`src/rtl/reg_file_sb_if.sv`:
```
// Register-file bus between ID/WB and reg_file_sb.
// Carries two read ports, the writeback port, the issue port, per-source hazard
// flags and the sticky scoreboard error flag.
// master: ID/WB side (drives addresses, writeback and issue; samples data and flags).
// slave : the register file itself.
interface reg_file_sb_if #(
    parameter int unsigned DATA_W = 32,
    parameter int unsigned ADDR_W = 4
);
    logic [ADDR_W-1:0] src1;
    logic [ADDR_W-1:0] src2;
    logic [DATA_W-1:0] reg1;
    logic [DATA_W-1:0] reg2;
    logic              wb_en;
    logic [ADDR_W-1:0] dest_wb;
    logic [DATA_W-1:0] result_wb;
    logic              issue_en;
    logic [ADDR_W-1:0] issue_dest;
    logic              hazard1;
    logic              hazard2;
    logic              sb_err;

    modport master (
        output src1, src2, wb_en, dest_wb, result_wb, issue_en, issue_dest,
        input  reg1, reg2, hazard1, hazard2, sb_err
    );

    modport slave (
        input  src1, src2, wb_en, dest_wb, result_wb, issue_en, issue_dest,
        output reg1, reg2, hazard1, hazard2, sb_err
    );
endinterface

```
`src/rtl/reg_file_sb.sv`:
```
// Register file with optional write-through bypass and per-register
// pending-write scoreboard.
// Ports:
//   clk  - clock, state updates on rising edge
//   rst  - asynchronous active-low reset
//   bus  - reg_file_sb_if.slave: src1/src2 -> reg1/reg2 (combinational reads),
//          wb_en/dest_wb/result_wb (writeback + retire), issue_en/issue_dest
//          (issue), hazard1/hazard2 (combinational), sb_err (sticky, registered)
module reg_file_sb #(
    parameter int unsigned DATA_W     = 32,
    parameter int unsigned NUM_REGS   = 15,
    parameter int unsigned ADDR_W     = 4,
    parameter int unsigned PEND_W     = 2,
    parameter int unsigned BYPASS     = 1,
    parameter int unsigned INIT_INDEX = 1
) (
    input  logic          clk,
    input  logic          rst,
    reg_file_sb_if.slave  bus
);
    localparam int unsigned PEND_MAX = (1 << PEND_W) - 1;

    logic [DATA_W-1:0]   r_regs [NUM_REGS];
    logic [PEND_W-1:0]   r_pend [NUM_REGS];
    logic                r_sb_err;

    logic [NUM_REGS-1:0] w_iss;
    logic [NUM_REGS-1:0] w_ret;
    logic [PEND_W-1:0]   w_pend_nxt [NUM_REGS];
    logic                w_err_set;
    logic [ADDR_W-1:0]   w_src [2];
    logic [DATA_W-1:0]   w_rd  [2];
    logic                w_hz  [2];

    // One-hot issue/retire decode; out-of-range addresses match nothing.
    always_comb begin
        for (int r = 0; r < NUM_REGS; r++) begin
            w_iss[r] = bus.issue_en && (bus.issue_dest == ADDR_W'(r));
            w_ret[r] = bus.wb_en    && (bus.dest_wb    == ADDR_W'(r));
        end
    end

    // Pending counter next state; saturating issue and underflowing retire flag an error.
    always_comb begin
        w_err_set = 1'b0;
        for (int r = 0; r < NUM_REGS; r++) begin
            w_pend_nxt[r] = r_pend[r];
            if (w_iss[r] && !w_ret[r]) begin
                if (r_pend[r] == PEND_W'(PEND_MAX)) begin
                    w_err_set = 1'b1;
                end else begin
                    w_pend_nxt[r] = r_pend[r] + PEND_W'(1);
                end
            end else if (w_ret[r] && !w_iss[r]) begin
                if (r_pend[r] == '0) begin
                    w_err_set = 1'b1;
                end else begin
                    w_pend_nxt[r] = r_pend[r] - PEND_W'(1);
                end
            end
        end
    end

    assign w_src[0] = bus.src1;
    assign w_src[1] = bus.src2;

    // Read ports; bypass is suppressed under reset so reads show reset contents.
    always_comb begin
        for (int p = 0; p < 2; p++) begin
            w_rd[p] = '0;
            w_hz[p] = 1'b0;
            if (32'(w_src[p]) < NUM_REGS) begin
                w_rd[p] = r_regs[w_src[p]];
                w_hz[p] = (r_pend[w_src[p]] != '0);
                if ((BYPASS != 0) && rst && bus.wb_en && (bus.dest_wb == w_src[p])) begin
                    w_rd[p] = bus.result_wb;
                    // Last outstanding write is being forwarded: value is final.
                    if (r_pend[w_src[p]] == PEND_W'(1)) begin
                        w_hz[p] = 1'b0;
                    end
                end
            end
        end
    end

    // Register array, pending counters and sticky error.
    always_ff @(posedge clk or negedge rst) begin
        if (!rst) begin
            for (int r = 0; r < NUM_REGS; r++) begin
                r_regs[r] <= (INIT_INDEX != 0) ? DATA_W'(r) : {DATA_W{1'b0}};
                r_pend[r] <= '0;
            end
            r_sb_err <= 1'b0;
        end else begin
            for (int r = 0; r < NUM_REGS; r++) begin
                if (w_ret[r]) begin
                    r_regs[r] <= bus.result_wb;
                end
                r_pend[r] <= w_pend_nxt[r];
            end
            if (w_err_set) begin
                r_sb_err <= 1'b1;
            end
        end
    end

    assign bus.reg1    = w_rd[0];
    assign bus.reg2    = w_rd[1];
    assign bus.hazard1 = w_hz[0];
    assign bus.hazard2 = w_hz[1];
    assign bus.sb_err  = r_sb_err;
endmodule

```
`src/flat_wrapper.sv`:
```
// flat-port wrapper written by rule: the top's interface ports become plain ports
module reg_file_sb_flat 
#(
    parameter int unsigned DATA_W     = 32,
    parameter int unsigned NUM_REGS   = 15,
    parameter int unsigned ADDR_W     = 4,
    parameter int unsigned PEND_W     = 2,
    parameter int unsigned BYPASS     = 1,
    parameter int unsigned INIT_INDEX = 1
)
  (clk, rst, bus_src1, bus_src2, bus_wb_en, bus_dest_wb, bus_result_wb, bus_issue_en, bus_issue_dest, bus_reg1, bus_reg2, bus_hazard1, bus_hazard2, bus_sb_err);
  reg_file_sb_if #(.DATA_W(DATA_W), .ADDR_W(ADDR_W)) bus_i ();
  input  logic clk;
  input  logic rst;
  input wire logic [$bits(bus_i.src1)-1:0] bus_src1;
  input wire logic [$bits(bus_i.src2)-1:0] bus_src2;
  input wire logic [$bits(bus_i.wb_en)-1:0] bus_wb_en;
  input wire logic [$bits(bus_i.dest_wb)-1:0] bus_dest_wb;
  input wire logic [$bits(bus_i.result_wb)-1:0] bus_result_wb;
  input wire logic [$bits(bus_i.issue_en)-1:0] bus_issue_en;
  input wire logic [$bits(bus_i.issue_dest)-1:0] bus_issue_dest;
  output wire logic [$bits(bus_i.reg1)-1:0] bus_reg1;
  output wire logic [$bits(bus_i.reg2)-1:0] bus_reg2;
  output wire logic [$bits(bus_i.hazard1)-1:0] bus_hazard1;
  output wire logic [$bits(bus_i.hazard2)-1:0] bus_hazard2;
  output wire logic [$bits(bus_i.sb_err)-1:0] bus_sb_err;
  assign bus_i.src1 = bus_src1;
  assign bus_i.src2 = bus_src2;
  assign bus_i.wb_en = bus_wb_en;
  assign bus_i.dest_wb = bus_dest_wb;
  assign bus_i.result_wb = bus_result_wb;
  assign bus_i.issue_en = bus_issue_en;
  assign bus_i.issue_dest = bus_issue_dest;
  assign bus_reg1 = bus_i.reg1;
  assign bus_reg2 = bus_i.reg2;
  assign bus_hazard1 = bus_i.hazard1;
  assign bus_hazard2 = bus_i.hazard2;
  assign bus_sb_err = bus_i.sb_err;
  reg_file_sb #(.DATA_W(DATA_W), .NUM_REGS(NUM_REGS), .ADDR_W(ADDR_W), .PEND_W(PEND_W), .BYPASS(BYPASS), .INIT_INDEX(INIT_INDEX)) u_core (.clk(clk), .rst(rst), .bus(bus_i));
endmodule
```
`config.mk`:
```
export PLATFORM = sky130hd
export DESIGN_NAME = reg_file_sb_flat
export DESIGN_NICKNAME = d
export VERILOG_FILES = /design/src/rtl/reg_file_sb_if.sv /design/src/rtl/reg_file_sb.sv /design/src/flat_wrapper.sv
export SDC_FILE = /design/constraint.sdc
export NUM_CORES = 1
export LEC_CHECK = 0
export ABC_CLOCK_PERIOD_IN_PS = 6000
export CORE_MARGIN = 2
export CORE_UTILIZATION = 55
export DETAILED_ROUTE_END_ITERATION = 10
export HOLD_SLACK_MARGIN = 0.05
export PLACE_DENSITY = 0.73
export SYNTH_ARGS = -nofsm -noshare
export SYNTH_HDL_FRONTEND = slang
export SYNTH_SLANG_ARGS = --single-unit
```
`constraint.sdc`:
```
create_clock -name clk -period 6 [get_ports clk]
set_input_delay 1.2 -clock clk [delete_from_list [all_inputs] [get_ports clk]]
set_output_delay 1.2 -clock clk [all_outputs]
set_load 0.05 [all_outputs]
```
# After elaboration in Yosys (flattened, before gate mapping)
# Cells that the tools add are included.
# totals
inputBits	52
out_inout_bits	67
register_bits	511
# op_classes
order_cmp	4
bitwise_logic	2
n_reduce_logical	142
eq_ne	77
add_sub_neg	30
mux	142
# op_table
operator	n
$bmux 32 s4	2
$mux 32	8
$mux 2	64
$mux 1	66
$logic_and 1x1->1	63
$eq 4x4->1 const B	14
$reduce_and 3->1	15
$reduce_bool 2->1	17
$eq 4x3->1 const B	8
$add 2x1->2 const B	15
$eq 2x2->1 const B	15
$logic_not 1->1	30
$logic_not 2->1	15
$ne 2x1->1 const B	15
$ne 2x2->1 const B	15
$sub 2x1->2 const B	15
$bmux 2 s4	2
$eq 4x2->1 const B	4
$ge 5x5->1 const B	2
$not 4->5	2
$eq 4x1->1 const B	2
$eq 4x4->1	2
$logic_not 4->1	2
$lt 4x4->1 const B	2
$eq 2x1->1 const B	2

# Longest topological paths before layout
# depth
word_depth	48
ltp_mapped	9

# Least setup slack after synthesis
# No wires, ideal clock.
# synth_timing
kind	input to output
from	input port bus_src2[1]
to	output port bus_reg2[30]
slack_ps	1555
required_ps	4800
path_stages	7
arrival_ps	3245
n_path_buf	4
cell_sequence	buf_2 > buf_4 > buf_2 > buf_2 > o221ai_1 > a311oi_1 > nor3_1
# synth_via
elab_chain_len	6
word_cells_on_any_way	9
cone_classes	order compare: 1; eq/ne: 1; mux: 5; bitwise: 1; reduce/logical: 1
# synth_lines
item	line_no	text
start, declared	flat_wrapper.sv:16	input wire logic [$bits(bus_i.src2)-1:0] bus_src2;
$not 4->5 (implied by the code)	reg_file_sb.sv:73	w_rd[p] = r_regs[w_src[p]];
$bmux 32 s4	reg_file_sb.sv:73	
$mux 32 (implied by the code) (2 in series)	reg_file_sb.sv:73	
$mux 32	reg_file_sb.sv:75	if ((BYPASS != 0) && rst && bus.wb_en && (bus.dest_wb == w_src[p])) begin
$mux 32 *	reg_file_sb.sv:72	if (32'(w_src[p]) < NUM_REGS) begin
end, declared	flat_wrapper.sv:23	output wire logic [$bits(bus_i.reg2)-1:0] bus_reg2;
# Every way passes the cells marked *; elsewhere a longest branch is shown, timed or not. The select of a mux whose other input is x is not followed.

# Final worst setup path
# layout_timing
from	input port bus_src2[2]
to	output port bus_reg2[19]
# The elaborated chain is that of the path after synthesis.

==> flow_summary.yaml <==
route:
  drt-pass1-iter-count: 6
  wire_per_inst_um: 27.9
  drt-initial-drc-count: 2269
  postRouteWirelength_mm: 89.1
  num_vias: 21918
  route.detailed.drc: 0
  detail_route.vias_per_cell: 6.86
  drt.antenna.violating_nets: 0
worst_setup_path:
  worst-r2r-cell-count: 5
  reg2reg_to: "u_core.bus.sb_err$_DFFE_PN0P_"
  cell_at_the_slowest_stage_of_the_critical_path: "sky130_fd_sc_hd__nor3_2"
  crit_path_cell_trace: "buf_2 -> buf_4 -> nor3_2 -> buf_4 -> a221oi_1 -> nand3_1 -> a21oi_1 -> buf_12"
  worst-endpoint-arrival_ns: 3.96
  r2r_slack_ns: 4.26
  path_class: "in -> out"
  worstSetupEndpointType: "output pin"
  critPathMaxFanout: 25
  highest_cell_delay_on_the_worst_timing_path_ns: 0.95
  worst_r2r_startpoint: "u_core.r_pend[12]$_DFFE_PN0P_"
  cp-start-kind: "input port"
  cp_common_cell: "sky130_fd_sc_hd__buf_4"
  crit_required_ns: 4.80
  crit_path_start: "bus_src2[2]"
layout:
  mostFrequentLayoutCell: "sky130_fd_sc_hd__dfrtp_1"
  mostFrequentLayoutCells: "483 x sky130_fd_sc_hd__dfrtp_1, 386 x sky130_fd_sc_hd__mux2_2, 265 x sky130_fd_sc_hd__mux2i_1"
  fin_nets: 2517
  final.fill_count: 4040
  post-route-util_pct: 63.4
  num_antenna_cells: 0
  layoutNonFillerInstCount: 3194
  drive_gt1_share_pct: 32.6
  area.growth.synth_to_final_pct: 13.3
power:
  swShare_pct: 31.0
  seq_power_share_pct: 42.5
  pwr-share-comb_pct: 27.3
  vdd.ir_drop.worst_v: 0.000229
  p_leak_nw: 14.5
  p_total_mw: 11.6
  pwr-share-clk_pct: 30.2
  cellPowerDensity_nw_per_um2: 347
  power_switching_mw: 3.60
  p_int_mw: 8.02
timing:
  timing.fmax_ghz: 0.194
  final.period_utilization_pct: 86.1
  final_max_slew_viol_count: 0
  timing.final.crit_period_ns: 5.16
  setup_total_negative_slack_ns: 0
  timing.hold.ws_ns: 0.481
  fin_worst_skew_ns: 0.0102
  worst_slew_margin_rel_pct: 20.7
  unrepaired_setup_endpoints_after_global_routing: "no"
  actual_slew_at_the_worst_max_slew_pin_ns: 1.18
  report.final.setup_viol: 0
  finalHoldViolCount: 0
hold_path:
  hp-class: "in -> async"
floorplanning:
  top_level_port_count: 119
  width_of_the_die_um: 236
  std_cell_rows: 84
  floorplan_die_height_um: 236
  initial_core_utilization_pct: 56.0
  design.die.area_sq_um: 55500
  core_region_area_sq_um: 52800
yosys:
  syn-num-nets: 2515
  commonest_register_cell_after_synthesis: "sky130_fd_sc_hd__dfrtp_1"
  synth_cell_types: 75
  yosys_register_bits: 511
  synth_warnings: 0
  synthCells: 2463
  post_synth_instance_area_sq_um: 29500
  ys_async_sr_fraction_pct: 100
  synth-edff-count: 0
  ys_seq_area_share_pct: 43.4
  synth.avg_cell_area_sq_um: 12.0
placed_design:
  finalWeightedCongestion: 0.912
  dp.final_hpwl_mm: 54.1
  portBuffers: 118
  dp.cells: 3097
clock_tree:
  cts_htree_levels: 2
  cts_made_buffers: 54
  worst_skew_pair.late_latency_ns: 0.63
  post_cts_buffers: 0
  worst_setup_hold_path_clk_slew_ns: 0.06
  root_buffer_cell: "sky130_fd_sc_hd__clkbuf_16"
  cts.sinks: 511
  tritoncts: "built"
  post_cts.resized_instances: 0
  clockBufferDepth: 3
  cts_hold_repair.buffers: 0
global_route:
  first_global_vias: 22706
  grt_start_max_net_pins: 128
  global_route_wire_length_before_repair_mm: 137
  globalRoute.totalOverflow: 0
  grt_antenna_before_repair: 1
  grt_util_all_layers_pct: 32.2
job:
  max_cap_violations: 0
status:
  run_status: "completed"
[per-layer routing]
metal / global-route usage (%) / part of all wire [%] / wire length, um / vias to the layer above
li1: - / - / - / 9249
met1: 43.5 / 41 / 36700 / 11331
met2: 50.4 / 46 / 41300 / 1053
met3: 5.66 / 7.4 / 6620 / 283
met4: 16.0 / 5.0 / 4470 / 2
met5: 0 / 0.018 / 16 / -
[worst max-delay path by stage]
stage	slack, ns	cells after the start	end
2_1_floorplan	1.55	7	bus_reg2[30]
3_3_place_gp	0.93	7	bus_hazard1
3_5_place_dp	0.96	7	bus_hazard1
4_1_cts	0.93	7	bus_hazard1
5_1_grt	0.83	7	bus_hazard1
6_report	0.84	8	bus_reg2[19]
[metrics by stage]
step	setup WS, ns	instance area, sq um
after CTS	0.931	33400
after detailed placement	0.964	31600
after global placement	0.928	31600
after global routing	0.831	33400
after floorplan	1.55	29500
final	0.835	33400
[power by group through the flow]
stage	logic, mW	clock network, mW	registers [mW]
final	3.18	3.50	4.94
after floorplan	2.21	0	4.74
after CTS	3.17	3.53	4.91
after detailed placement	3.15	0	4.96
after global placement	3.06	0	4.88
after global routing	3.38	3.67	5.04
[synth_stat cells (37+ instances only)]
master | number | share of area (%)
sky130_fd_sc_hd__a22o_1 | 95 | 2.8
sky130_fd_sc_hd__dfrtp_1 | 483 | 41
sky130_fd_sc_hd__a22oi_1 | 64 | 1.6
sky130_fd_sc_hd__nor2_1 | 37 | 0.47
sky130_fd_sc_hd__o21ai_0 | 74 | 1.3
sky130_fd_sc_hd__mux2_2 | 386 | 15
sky130_fd_sc_hd__clkbuf_1 | 98 | 1.2
sky130_fd_sc_hd__a21oi_1 | 55 | 0.93
sky130_fd_sc_hd__mux4_2 | 107 | 8.2
sky130_fd_sc_hd__nand2_1 | 249 | 3.2
sky130_fd_sc_hd__mux2i_1 | 265 | 9.0
sky130_fd_sc_hd__buf_2 | 75 | 1.3
sky130_fd_sc_hd__inv_1 | 40 | 0.51
[area by class of cell]
| type | instances | area (sq um) | area share [%] |
|---|---|---|---|
| Timing Repair Buffer | 183 | 2390 | 7.16 |
| Tap cell | 688 | 861 | 2.57 |
| Sequential cell | 511 | 12800 | 38.3 |
| Clock inverter | 20 | 285 | 0.853 |
| Inverter | 40 | 150 | 0.449 |
| Multi-Input combinational cell | 1675 | 15400 | 46.0 |
| Clock buffer | 77 | 1540 | 4.60 |
[flip-flops by register name, summed over array words and instances (netlist names)]
| register | flops |
|---|---|
| u_core.bus.sb_err | 1 |
| u_core.r_pend | 30 |
| u_core.r_regs | 480 |
[critical path, delay by kind of cell]
family / cells / cell delay, ns
compound gates: 2 / 0.33
buf+inv: 4 / 1.31
simple gates: 2 / 1.06
[cell families after synthesis]
| group | share of synthesized area, % |
|---|---|
| buffers and inverters | 4.87 |
| XOR/XNOR | 0.178 |
| flip-flops | 43.4 |
| multiplexers | 33.1 |
| AO/OA/AOI/OAI | 11.7 |
| AND/OR/NAND/NOR | 6.70 |
Power figures use the tool's default switching activity.
